**src/rtl/frame_done_gen.sv**
```systemverilog
// frame_done_gen: counts pixels of a frame, then emits a fixed-width active-low frame_done pulse
// followed by a dead gap; frame_enable arms each frame and aborts one in progress when dropped.
module frame_done_gen #(
  parameter int H_PIX     = 320,
  parameter int V_LINES   = 240,
  parameter int X_W       = 9,
  parameter int Y_W       = 8,
  parameter int PULSE_LEN = 4,
  parameter int GAP_LEN   = 8
) (
  input  logic           iclk,
  input  logic           irst,
  input  logic           frame_enable,
  input  logic           pix_valid,
  output logic           pix_ready,
  output logic [X_W-1:0] pix_x,
  output logic [Y_W-1:0] pix_y,
  output logic           frame_done,
  output logic [15:0]    frame_cnt,
  output logic           abort
);
  localparam int T_MAX = PULSE_LEN > GAP_LEN ? PULSE_LEN : GAP_LEN;
  localparam int T_W   = T_MAX > 1 ? $clog2(T_MAX) : 1;
  typedef enum logic [1:0] {IDLE, ACTIVE, PULSE, GAP} state_t;
  state_t         state_q;
  logic [X_W-1:0] x_q;
  logic [Y_W-1:0] y_q;
  logic [15:0]    cnt_q;
  logic [T_W-1:0] tmr_q;
  logic           done_q, abort_q;
  logic           last_x, last_y;
  assign last_x     = x_q == X_W'(H_PIX - 1);
  assign last_y     = y_q == Y_W'(V_LINES - 1);
  assign pix_ready  = state_q == ACTIVE;
  assign pix_x      = x_q;
  assign pix_y      = y_q;
  assign frame_done = done_q;
  assign frame_cnt  = cnt_q;
  assign abort      = abort_q;
  // Pulse and gap share one timer; it is cleared on every entry to PULSE or GAP.
  always_ff @(posedge iclk or posedge irst) begin
    if (irst) begin
      state_q <= IDLE;
      x_q     <= '0;
      y_q     <= '0;
      cnt_q   <= '0;
      tmr_q   <= '0;
      done_q  <= 1'b1;
      abort_q <= 1'b0;
    end else begin
      abort_q <= 1'b0;
      case (state_q)
        IDLE: if (frame_enable) state_q <= ACTIVE;
        ACTIVE:
          if (!frame_enable) begin
            state_q <= IDLE;
            x_q     <= '0;
            y_q     <= '0;
            abort_q <= 1'b1;
          end else if (pix_valid) begin
            x_q <= last_x ? '0 : x_q + 1'b1;
            if (last_x) y_q <= last_y ? '0 : y_q + 1'b1;
            if (last_x && last_y) begin
              state_q <= PULSE;
              done_q  <= 1'b0;
              cnt_q   <= cnt_q + 16'd1;
              tmr_q   <= '0;
            end
          end
        PULSE:
          if (tmr_q == T_W'(PULSE_LEN - 1)) begin
            state_q <= GAP;
            done_q  <= 1'b1;
            tmr_q   <= '0;
          end else tmr_q <= tmr_q + 1'b1;
        GAP:
          if (tmr_q == T_W'(GAP_LEN - 1)) state_q <= IDLE;
          else tmr_q <= tmr_q + 1'b1;
        default: state_q <= IDLE;
      endcase
    end
  end
endmodule

```
**config.mk**
```make
export PLATFORM = sky130hd
export DESIGN_NAME = frame_done_gen
export DESIGN_NICKNAME = d
export VERILOG_FILES = /design/src/rtl/frame_done_gen.sv
export SDC_FILE = /design/constraint.sdc
export NUM_CORES = 1
export LEC_CHECK = 0
export BUFFER_PORTS_ARGS = -buffer_cell sky130_fd_sc_hd__buf_2
export CORE_ASPECT_RATIO = 0.7
export CORE_MARGIN = 4
export CORE_UTILIZATION = 45
export DETAILED_ROUTE_END_ITERATION = 7
export PLACE_DENSITY = 0.67
export RECOVER_POWER = 50
export SETUP_SLACK_MARGIN = 0.05
export SLEW_MARGIN = 20
export SYNTH_ARGS = -nofsm -noshare
export SYNTH_HDL_FRONTEND = slang
export SYNTH_SLANG_ARGS = --single-unit
export TNS_END_PERCENT = 1
```
**constraint.sdc**
```tcl
create_clock -name iclk -period 2.1 [get_ports iclk]
set_input_delay 0.105 -clock iclk [delete_from_list [all_inputs] [get_ports iclk]]
set_output_delay 0.105 -clock iclk [all_outputs]
set_load 0.01 [all_outputs]
```
After elaboration in Yosys (flattened, before gate mapping)
Cells that the tools add are included.

operators by class
  $add $sub $neg = 4
  equality and inequality tests = 18
  multiplexer cells = 27
  reductions and logical operators = 10

operators by type and width
  cell                   count
  $mux 8                 4
  $mux 9                 3
  $add 16x1->16 const B  1
  $mux 3                 5
  $reduce_and 5->1       3
  $mux 2                 6
  $ne 2x2->1 const B     6
  $add 9x1->9 const B    1
  $eq 9x9->1 const B     1
  $pmux 3 s3             1
  $add 8x1->8 const B    1
  $eq 8x8->1 const B     1
  $pmux 2 s4             1
  $mux 1                 6
  $ne 2x1->1 const B     3
  $eq 2x2->1 const B     2
  $reduce_and 4->1       1
  $add 3x1->3 const B    1
  $eq 3x2->1 const B     1
  $eq 3x3->1 const B     1
  $ne 3x2->1 const B     1
  $ne 3x3->1 const B     1
  $reduce_and 3->1       1
  $reduce_bool 3->1      1
  other kinds (6)        6

storage, ports and cells
  register bits after elaboration = 40
  input bits = 4
  output and inout bits = 36
  logic and storage cells = 66

Logic depth before layout (Yosys ltp)
  word-level depth = 6
  depth in mapped cells = 7
  mapped depth without buffers = 6

Worst setup path after synthesis
No wires, ideal clock.

  path kind = register to register
  start point = reg x_q[0] (netlist: pix_x[0])
  end point = reg cnt_q[1] (netlist: frame_cnt[1])
  library setup time = 125 ps
  arrival time = 1892 ps
  data required time = 1975 ps
  setup slack = 83 ps
  cell stages (with the launch flop) = 6
  buffers on the path = 0
  clock period less this slack = 2017 ps
  cell sequence = dfrtp_1 -> ha_1 -> and4_1 -> nand3_2 -> nor3_1 -> mux2_2

between the ends
  longest elaborated chain between the ends = 3

RTL lines
  element                     RTL line  source
  start: declaration          26        logic [X_W-1:0] x_q;
  start signal: assignment    61        x_q <= last_x ? '0 : x_q + 1'b1;
  $eq 9x9->1                  32        assign last_x = x_q == X_W'(H_PIX - 1);
  $logic_and 1x1->1           63        if (last_x && last_y) begin
  $reduce_and 4->1 (no line)  -
  end signal: assignment      66        cnt_q <= cnt_q + 16'd1;
  end: declaration            28        logic [15:0] cnt_q;

No other way between the ends.
A chain may end at the register's enable or synchronous reset.

Worst setup path in the final report
  start point = reg x_q[8] (netlist: pix_x[8])
  end point = reg cnt_q[15] (netlist: frame_cnt[15])

Same word-level chain as after synthesis.

==> results.sh <==
export IMPL_status="completed"
export IMPL_async_flop_share_pct=100
export IMPL_final_cell_mix="dfrtp_1 (39), buf_2 (21), nand3_1 (19), clkbuf_1 (18), nand2_1 (15)"
export IMPL_fp_dieW_um=92.0
export IMPL_drtIter0Drc=161
export IMPL_gp_congestion=0.862
export IMPL_crit_type="reg -> reg"
export IMPL_max_cap_violations=0
export IMPL_initial_core_util_pct=46.5
export IMPL_routed_wl_um=5350
export IMPL_cts_buffers=5
export IMPL_min_period_ns=1.93
export IMPL_rrSetupSlack_ns=0.17
export IMPL_register_area_um2=1000
export IMPL_antenna_found_initial=0
export IMPL_clkTransAtPathRegs_ns=0.08
export IMPL_synth_edff_count=0
export IMPL_setup_viol=0
export IMPL_root_buffer="clkbuf_8"
export IMPL_worst_slew_pin_slew_ns=0.989
export IMPL_grt_max_degree=41
export IMPL_ys_seq_area_share_pct=45.1
export IMPL_finalHoldViolCount=0
export IMPL_hp_class="in -> reg"
export IMPL_post_cts_buffers=0
export IMPL_finalMaxSlewViolations=0
export IMPL_h_tree_depth=2
export IMPL_synthCells=222
export IMPL_synthFlopType="dfrtp_1"
export IMPL_dp_hpwl_um=3900
export IMPL_multi_input_area_um2=1160
export IMPL_critical_path_arrival_ns=2.16
export IMPL_ir_drop_mv=0.387
export IMPL_powerDensity_nw_per_um2=578
export IMPL_tritoncts="yes"
export IMPL_first_global_vias=1746
export IMPL_synth_area_um2=2220
export IMPL_cts_num_sinks=40
export IMPL_avgSynthCellArea_um2=10.0
export IMPL_num_fill_cells=459
export IMPL_grt_pass1_wl_um=9070
export IMPL_die_h_um=66.8
export IMPL_die_area_um2=6140
export IMPL_layout_commonest_cell="dfrtp_1"
export IMPL_clockBufferDepth=2
export IMPL_end_kind="flop"
export IMPL_core_area_um2=4780
export IMPL_rsz0062_at_grt="true"
export IMPL_layout_drive_gt1_share_pct=21.1
export IMPL_diodes=0
export IMPL_start_kind="flop"
export IMPL_ys_ff_latch=40
export IMPL_synthesis_nets=233
export IMPL_fin_skew_ns=0.00797
export IMPL_vias=1893
export IMPL_nets=290
export IMPL_period_share_pct=92.0
export IMPL_relSlewSlack_pct=34.1
export IMPL_dp_slack_ns=0.186
export IMPL_synth_cell_type_count=49
export IMPL_drc=0
export IMPL_grt_overflow=0
export IMPL_viasPerCell=5.42
export IMPL_min_delay_path_depth=3
export IMPL_ant_nets=0
export IMPL_syn_to_final_growth_pct=20.1
export IMPL_io_buffers=39
export IMPL_holdWs_ns=0.168
export IMPL_ios=40
export IMPL_ys_warn_count=0
export IMPL_p_leak_nw=1.27
export IMPL_clock_fmax_mhz=518
export IMPL_first_pass_iters=4
export IMPL_grt_use_total_pct=19.2
export IMPL_r2r_worst_path_cells=4
export IMPL_path_max_fanout=7
export IMPL_num_rows=21
export IMPL_cp_required_ns=2.33
export IMPL_setup_tns_ns=0
export IMPL_fin_ws_ns=0.169
export IMPL_clock_latency_ns=0.30
export IMPL_wl_per_cell_um=15.3
==> report_power, final <==
group | switching (mW) | internal (mW)
logic | 0.0967 | 0.0655
clock network | 0.278 | 0.262
registers | 0.0432 | 0.796
total | 0.418 | 1.12
==> synthesized netlist by cell type, types with 5 or more instances <==
cell type / n / area (um^2)
nor3_2: 5 / 50.1
nand3_1: 19 / 95.1
ha_1: 7 / 87.6
and3_1: 7 / 43.8
nand2b_1: 5 / 31.3
xor2_1: 9 / 78.8
o211ai_1: 5 / 37.5
o21ai_0: 10 / 50.1
xnor2_1: 10 / 87.6
nand2_1: 15 / 56.3
nor3_1: 6 / 30.0
nor2_1: 14 / 52.6
nand4_1: 6 / 37.5
dfrtp_1: 39 / 976
inv_1: 10 / 37.5
==> what timing repair did <==
action | 4_1_cts | 5_1_grt
hold buffers | 1 | 0
endpoints found under the hold margin | 39 | 0
endpoints found under the setup margin | 0 | 3
gates resized for setup | 0 | 1
==> flip-flops by register name, indices dropped and copies added, names as in the netlist, named ones only <==
| signal | cells |
|---|---|
| frame_cnt | 16 |
| state_q | 1 |
| tmr_q | 3 |
| pix_y | 8 |
| frame_done | 1 |
| abort | 1 |
| pix_x | 9 |
==> worst paths after layout <==
check,start,to
worst max-delay path,pix_x[8],frame_cnt[15]
worst min-delay path,frame_enable,pix_x[2]
worst max register to register,pix_x[8],frame_cnt[15]
worst min register to register,frame_done,frame_done
max in group asynchronous,irst,pix_y[1]
min in group asynchronous,irst,pix_x[5]
==> critical path: stages (launching register included) <==
cell     delay (ns)
dfrtp_1        0.43
or3b_4         0.43
or4_4          0.58
nor4b_4        0.26
xor2_1         0.16
==> routing by layer <==
metal	vias up	share of wire [%]	global-route usage [%]
li1	930	-	-
met4	0	1.0	5.19
met5	-	0	0
met2	36	41	25.2
met1	921	55	30.2
met3	6	3.4	5.08
==> through the flow <==
stage | instances | instance area (um^2) | util (%) | power [mW]
floorplan | 222 | 2220 | - | 0.942
global placement | 340 | 2590 | 54.1 | 1.02
detailed placement | 340 | 2590 | 54.1 | 1.02
CTS | 349 | 2690 | 56.2 | 1.56
global route | 349 | 2670 | 55.8 | 1.63
finish | 349 | 2670 | 55.8 | 1.54
==> logic make-up after synthesis <==
group                    Yosys count  share of synthesized area [%]
XOR/XNOR                          19                           7.49
adder cells (fa/ha/maj)            7                           3.94
AO/OA/AOI/OAI                     35                           11.0
flip-flops                        40                           45.1
AND/OR/NAND/NOR                  102                           27.5
multiplexers                       4                           1.91
buffers and inverters             15                           3.04
==> area by class of cell <==
class	instances	share of cell area, %
clock inverters	2	0.375
well taps	69	3.23
multi-input cells	167	43.4
clock buffers	6	3.09
repair buffers	55	11.0
inverters	10	1.41
flip-flops and latches	40	37.6
No activity file was read; power rests on OpenSTA's default activity.
